`config.mk`:
```
export PLATFORM = sky130hd
export DESIGN_NAME = weight_loader
export DESIGN_NICKNAME = d
export VERILOG_FILES = /design/src/rtl/weight_loader.sv
export SDC_FILE = /design/constraint.sdc
export NUM_CORES = 2
export LEC_CHECK = 0
export ABC_AREA = 1
export BUFFER_PORTS_ARGS = -buffer_cell sky130_fd_sc_hd__buf_2
export CAP_MARGIN = 20
export CORE_MARGIN = 3
export CORE_UTILIZATION = 59
export DETAILED_ROUTE_END_ITERATION = 10
export GPL_ROUTABILITY_DRIVEN = 0
export PLACE_DENSITY = 0.83
export SYNTH_ARGS = -nofsm -noshare
export SYNTH_HDL_FRONTEND = slang
export SYNTH_SLANG_ARGS = --single-unit
```
`constraint.sdc`:
```
create_clock -name clk -period 40.3 [get_ports clk]
set_input_delay 6.045 -clock clk [delete_from_list [all_inputs] [get_ports clk]]
set_output_delay 6.045 -clock clk [all_outputs]
set_load 0.005 [all_outputs]
```
`src/rtl/weight_loader.sv`:
```
// weight_loader: packs a serial stream of weight words into full memory rows.
// LANES consecutive accepted words form one row, written to addresses
// 0..DEPTH-1 in order. A single-cycle done pulse follows the final row write.
module weight_loader #(
    parameter int DATA_WIDTH = 16,
    parameter int LANES      = 32,
    parameter int DEPTH      = 100,
    parameter int ADDR_WIDTH = 8
) (
    input  logic                          clk,
    input  logic                          reset,
    input  logic                          start,
    input  logic                          abort,
    input  logic [DATA_WIDTH-1:0]         in_data,
    input  logic                          in_valid,
    output logic                          in_ready,
    output logic                          wr_en,
    output logic [ADDR_WIDTH-1:0]         wr_addr,
    output logic [DATA_WIDTH*LANES-1:0]   wr_data,
    output logic                          busy,
    output logic                          done
);

    localparam int ROW_WIDTH  = DATA_WIDTH * LANES;
    localparam int LANE_WIDTH = (LANES > 1) ? $clog2(LANES) : 1;
    localparam logic [LANE_WIDTH-1:0] LAST_LANE = LANE_WIDTH'(LANES - 1);
    localparam logic [ADDR_WIDTH-1:0] LAST_ROW  = ADDR_WIDTH'(DEPTH - 1);

    typedef enum logic [1:0] {
        IDLE,
        FILL,
        WRITE
    } state_t;

    state_t                 state;
    logic [LANE_WIDTH-1:0]  lane;
    logic [ADDR_WIDTH-1:0]  row;
    logic [ROW_WIDTH-1:0]   pack;
    logic [ROW_WIDTH-1:0]   row_next;
    logic                   accept;

    // A word moves only when the registered ready meets a valid word.
    assign accept = in_valid && in_ready;

    // Pack register with the incoming word dropped into the current lane.
    always_comb begin
        row_next = pack;
        row_next[int'(lane) * DATA_WIDTH +: DATA_WIDTH] = in_data;
    end

    // Control FSM; every output is registered alongside the state.
    always_ff @(posedge clk or posedge reset) begin
        if (reset) begin
            state    <= IDLE;
            lane     <= '0;
            row      <= '0;
            pack     <= '0;
            in_ready <= 1'b0;
            wr_en    <= 1'b0;
            wr_addr  <= '0;
            wr_data  <= '0;
            busy     <= 1'b0;
            done     <= 1'b0;
        end else begin
            // NOTE: non-blocking assignments only here; the defaults below are
            // overridden later in the same block, and the last write wins.
            wr_en <= 1'b0;
            done  <= 1'b0;
            case (state)
                IDLE: begin
                    if (start) begin
                        state    <= FILL;
                        lane     <= '0;
                        row      <= '0;
                        in_ready <= 1'b1;
                        busy     <= 1'b1;
                    end
                end
                FILL: begin
                    if (abort) begin
                        // Abort outranks any word offered in the same cycle,
                        // so a partial row is never written.
                        state    <= IDLE;
                        lane     <= '0;
                        row      <= '0;
                        in_ready <= 1'b0;
                        busy     <= 1'b0;
                    end else if (accept) begin
                        pack <= row_next;
                        if (lane == LAST_LANE) begin
                            // Drop ready for the write cycle so no word can
                            // arrive while the row is being stored.
                            state    <= WRITE;
                            lane     <= '0;
                            in_ready <= 1'b0;
                            wr_en    <= 1'b1;
                            wr_addr  <= row;
                            wr_data  <= row_next;
                        end else begin
                            lane <= lane + LANE_WIDTH'(1);
                        end
                    end
                end
                WRITE: begin
                    if (abort) begin
                        // The strobe of this cycle has already gone out.
                        state <= IDLE;
                        lane  <= '0;
                        row   <= '0;
                        busy  <= 1'b0;
                    end else if (row == LAST_ROW) begin
                        state <= IDLE;
                        row   <= '0;
                        busy  <= 1'b0;
                        done  <= 1'b1;
                    end else begin
                        state    <= FILL;
                        row      <= row + ADDR_WIDTH'(1);
                        in_ready <= 1'b1;
                    end
                end
                default: begin
                    state    <= IDLE;
                    lane     <= '0;
                    row      <= '0;
                    in_ready <= 1'b0;
                    busy     <= 1'b0;
                end
            endcase
        end
    end

endmodule

```
After elaboration in Yosys (flattened, before gate mapping)
Index checks and enable logic that the tools add are counted.
W data, S select, Z words.
{ "word_totals": {"regBits": 1051, "latch_bits": 0, "mem_bits_rw": 0, "romBits": 0, "input_bits": 21, "out_inout_bits": 524, "elab_cells": 74, "memories": 0} }
{ "classes": {"addsub": 3, "mul": 0, "n_div": 0, "order_cmp": 0, "eq_ne": 12, "shifts": 2, "muxes": 37, "n_bitwise": 1, "n_reduce_logical": 9} }
{ "op_table": {"columns": ["cell", "count"], "rows": [
  ["$bwmux W512", 1],
  ["$shift A16 B33 Y512 const A", 1],
  ["$shiftx A16 B33 Y512", 1],
  ["$neg A9 Y33", 1],
  ["$mux W8", 4],
  ["$mux W5", 5],
  ["$pmux W8 S3", 1],
  ["$mux W1", 18],
  ["$pmux W5 S3", 1],
  ["$reduce_and A3 Y1", 4],
  ["$ne A2 B2 Y1 const B", 5],
  ["$ne A3 B3 Y1 const B", 3],
  ["$add A8 B1 Y8 const B", 1],
  ["$eq A8 B7 Y1 const B", 1],
  ["$mux W2", 4],
  ["$pmux W1 S3", 2],
  ["$pmux W2 S3", 1],
  ["$add A5 B1 Y5 const B", 1],
  ["$eq A5 B5 Y1 const B", 1],
  ["$reduce_and A5 Y1", 1],
  ["$reduce_and A4 Y1", 1],
  ["$eq A2 B1 Y1 const B", 1],
  ["$eq A2 B2 Y1 const B", 1],
  ["$logic_not A2 Y1", 1],
  ["other kinds (3)", 3]
]} }

Longest topological paths before layout
{ "logic_depth": {"depth_word": 5, "mapped_depth": 18, "ltp_nobuf": 14} }

Worst setup path after synthesis
Ideal clock, no wire load.
{ "synth_path": {"path_kind": "input-to-reg", "start": "in abort", "end": "reg wr_data[210]", "setup_time_ns": 0.066, "arrival_time_ns": 7.434, "t_required_ns": 40.234, "path_slack_ns": 32.800, "stages": 10, "path_buffers": 4, "path_cell_list": "inv_1 -> nand2_1 -> nor2_4 -> nand2_1 -> buf_2 -> buf_2 -> clkbuf_1 -> buf_1 -> nand2_1 -> nand2_1"} }
{ "synth_between": {"elab_chain_cells": 2} }
{ "synth_lines": {"columns": ["element", "line_no", "source"], "rows": [
  ["from (decl)", "13", "input logic abort,"],
  ["$not A1 Y1 (no source line)", null, null],
  ["$reduce_and A4 Y1 (no source line)", null, null],
  ["to (signal assigned)", "98", "wr_data <= row_next;"],
  ["to (decl)", "19", "output logic [DATA_WIDTH*LANES-1:0] wr_data,"]
]} }
No other way between the ends.
A chain may end at the register's enable or synchronous reset.

Worst setup path after layout
{ "layout_path": {"start": "in abort", "end": "reg wr_data[180]"} }
Same word-level chain as after synthesis.

==> results.md <==
* Status: complete, no violations
* CP cell instances: buf_2 -> inv_1 -> nand2_1 -> nor2_4 -> buf_12 -> nand2_4 -> inv_8 -> buf_12 -> buf_4 -> nand3_1 -> nand2_1
* Post-detailed-route count of antenna-violating nets at 0
* CP top delay family: buffers and inverters
* Via/cell ratio at 5.895
* CP Launch Point: abort
* Avg WL per Cell at 20.56 µm
* Grt ovf at 0
* Htree depth at 3
* Initial Util at 0.5963
* Slew margin rel. at 0.2026
* Root Buffer: clkbuf_16
* Unrepaired setup endpoints after global routing: false
* Synth-to-layout area growth at 14.00%
* Top_reg_cell synth: dfrtp_1
* Max FO, Critical Path at between 200 and 250
* Drt first pass iters at 8
* Critical path class: in2reg
* DR vias at 45.10k
* Seq cells post-synth at between 1k and 1.5k
* Die W at 291.5 µm
* Port Buffers at 544
* Worst path slowest cell: buf_4
* Worst Skew at 0.02739 ns
* GRT Overall Usage at 0.3616
* Setup_tns at 0 ns
* Syn Inst Count at about 6.2k
* Post_cts resized at 0
* Largest cells by area after synthesis: dfrtp_1, nand2_1, nand3_1
* Synthesized area per cell at 7.778 µm²
* Number of synthesized flops with an enable pin at 0
* Unique masters post-synth at 27
* Die height at 291.5 µm
* CTS tree: built
* Post-CTS Hold Buffers at 0
* Post-DP HPWL at 101,600 µm
* Final Hold Violating Endpoints at 0
* Tmin final at 10.51 ns
* Layout cell share with drive strength beyond 1 at 0.1218
* Drt first-iter violations at 6,296
* Syn_nets at roughly 6.2k
* Seq/Total Area, Yosys at 0.5467
* Clk Latency, worst-skew pair at 0.68 ns
* Core Box Area at 0.08068 mm²
* Clock sink total at 1,051
* Final wirelength at 157,300 µm
* WP data required at 40.90 ns
* Yosys top cell area share at 0.5467
* Initial antenna violation count at 8
* Final period util at 0.2607
* Hold path startpoint: wr_data[242]
* DIE AREA at 0.08500 mm²
* Synthesized cell area at 0.04810 mm²
* Slowest stage delay, CP at 0.94 ns
* # rows at around 100
* Top sig layer: met5
* Worst path bufs/invs at 6
* Worst hold path type: reg2reg
* Metal2 WL at 70,230 µm
* Worst path arrival time at approximately 11 ns
* Finish-stage setup viols at 0
* DR DRC count at 0
* Worst vdd ir at 46.71 µV
* Startpoint type of the worst setup path: input pin
* Worst R2R Start: state[0]
* Maximum number of pins on one net before global-route repair at 235
* FMAX at ~95 MHz
* Worst Hold Slack at ~0.47 ns
* Pwr/cell area at 47.36 mW/mm²
* Ys async rst share at 1.000
* Nets at 6,529
* Global-route wire length before repair at 241,600 µm
* Slew at the pin with the worst max-slew slack at 1.196 ns
* Routed length on met3 at 16,180 µm
* Met1 WL at 60,200 µm
* Max-slew violation count at 0
* Clock tree buffer depth at 3
* Crit path capture type: register
* Most frequent cell after synthesis: nand2_1
* Setup Buffers After CTS at 0
* Number of global-route vias before repair at 41.95k
* Synth area leader: dfrtp_1
* Fill cells at 6,312
* Most frequent cells after synthesis: nand2_1, dfrtp_1, nand3_1
* Max-cap viol count at 0
* TritonCTS Buffers at 106
* Cell leakage power at around 32 nW
* I/O pin total at 545
* Clock Pin Slew Worst Setup and Hold Paths at 0.06 ns
* Synth Warn # at 0
* Power, Total at around 2.6 mW
worst register-to-register path, delay by kind of cell (launching register included):
family / cells / cell delay (ns)
AND/OR/NAND/NOR: 6 / 1.53
flip-flops: 1 / 0.37
buffers and inverters: 5 / 3.49
registers in the layout, indices dropped and copies added, names as in the netlist:
register / cells
in_ready: 1
lane: 5
pack: 512
state: 2
busy: 1
wr_en: 1
row: 8
wr_addr: 8
wr_data: 512
done: 1
report_power, final:
part / total [mW] / internal (mW) / switching (mW) / leakage [nW]
logic: 0.481 / 0.0676 / 0.413 / 15.4
registers: 1.09 / 1.08 / 0.0126 / 14.6
clock network: 1.02 / 0.600 / 0.421 / 1.78
total: 2.60 / 1.75 / 0.847 / 31.7
path summary, 6_finish.rpt:
| kind | end | slack, ns | cells past startpoint |
|---|---|---|---|
| worst max-delay path | wr_data[180] | 29.79 | 11 |
| worst min-delay path | wr_data[242] | 0.47 | 2 |
| worst max register to register | wr_data[180] | 34.85 | 11 |
| worst min register to register | wr_data[242] | 0.47 | 2 |
| max in group asynchronous | pack[289] | 30.58 | 6 |
| min in group asynchronous | pack[452] | 5.54 | 2 |
cell usage in the layout, fill, tap and decap left out, types with 2 or more instances in the layout:
master and instances:
buf_2 544, nor2_2 4, nor3_1 37, o211ai_1 116
nor3_4 2, buf_4 41, nand3_1 702, clkbuf_1 17
dfrtp_1 1051, buf_8 2, nor2_1 111, bufinv_16 8
clkinvlp_4 7, clkinv_2 17, a31oi_1 6, ha_1 4
inv_6 3, nand2_1 2659, inv_8 3, clkbuf_8 30
nand4_1 198, nor2_4 4, buf_16 4, clkbuf_16 109
inv_2 10, a21oi_1 35, diode_2 5, o21ai_1 18
nand2_2 2, nand3_2 2, o21ai_0 295, buf_12 4
inv_1 533
through the flow:
step | util | setup WS [ns] | std cells | area (µm²)
2_1_floorplan | - | 4.673 | 6185 | 48100
3_3_place_gp | 0.6330 | 29.57 | 7449 | 51070
3_5_place_dp | 0.6330 | 29.45 | 7449 | 51070
4_1_cts | 0.6778 | 30.12 | 7640 | 54690
5_1_grt | 0.6797 | 29.73 | 7649 | 54830
6_report | 0.6797 | 29.79 | 7651 | 54840
per-layer routing:
metal  up-vias  track usage
met5         -            0
met4         6       0.2059
met3       505      0.06807
met2      2734       0.5476
met1     21570       0.4949
li1      20290            -
cell type report:
type	instances	area (µm²)	share of cell area
diodes	5	12.51	0.0002282
repair buffers	595	3251	0.05928
well taps	1060	1326	0.02418
clock inverters	35	415.4	0.007575
inverters	550	2096	0.03822
clock buffers	156	3204	0.05843
multi-input cells	4199	18230	0.3325
flip-flops and latches	1051	26300	0.4796
cells by family (layout without fill, tap and decap cells):
kind of cell | Yosys count | in the layout | synth area share
other | 0 | 5 | 0
and+or+nand+nor | 3724 | 3724 | 0.3219
DFF | 1051 | 1051 | 0.5467
AOI/OAI and AO/OA | 470 | 470 | 0.05509
buffers and inverters | 935 | 1336 | 0.07499
adders and majority gates | 5 | 5 | 0.001300
Power figures use the tool's default switching activity.
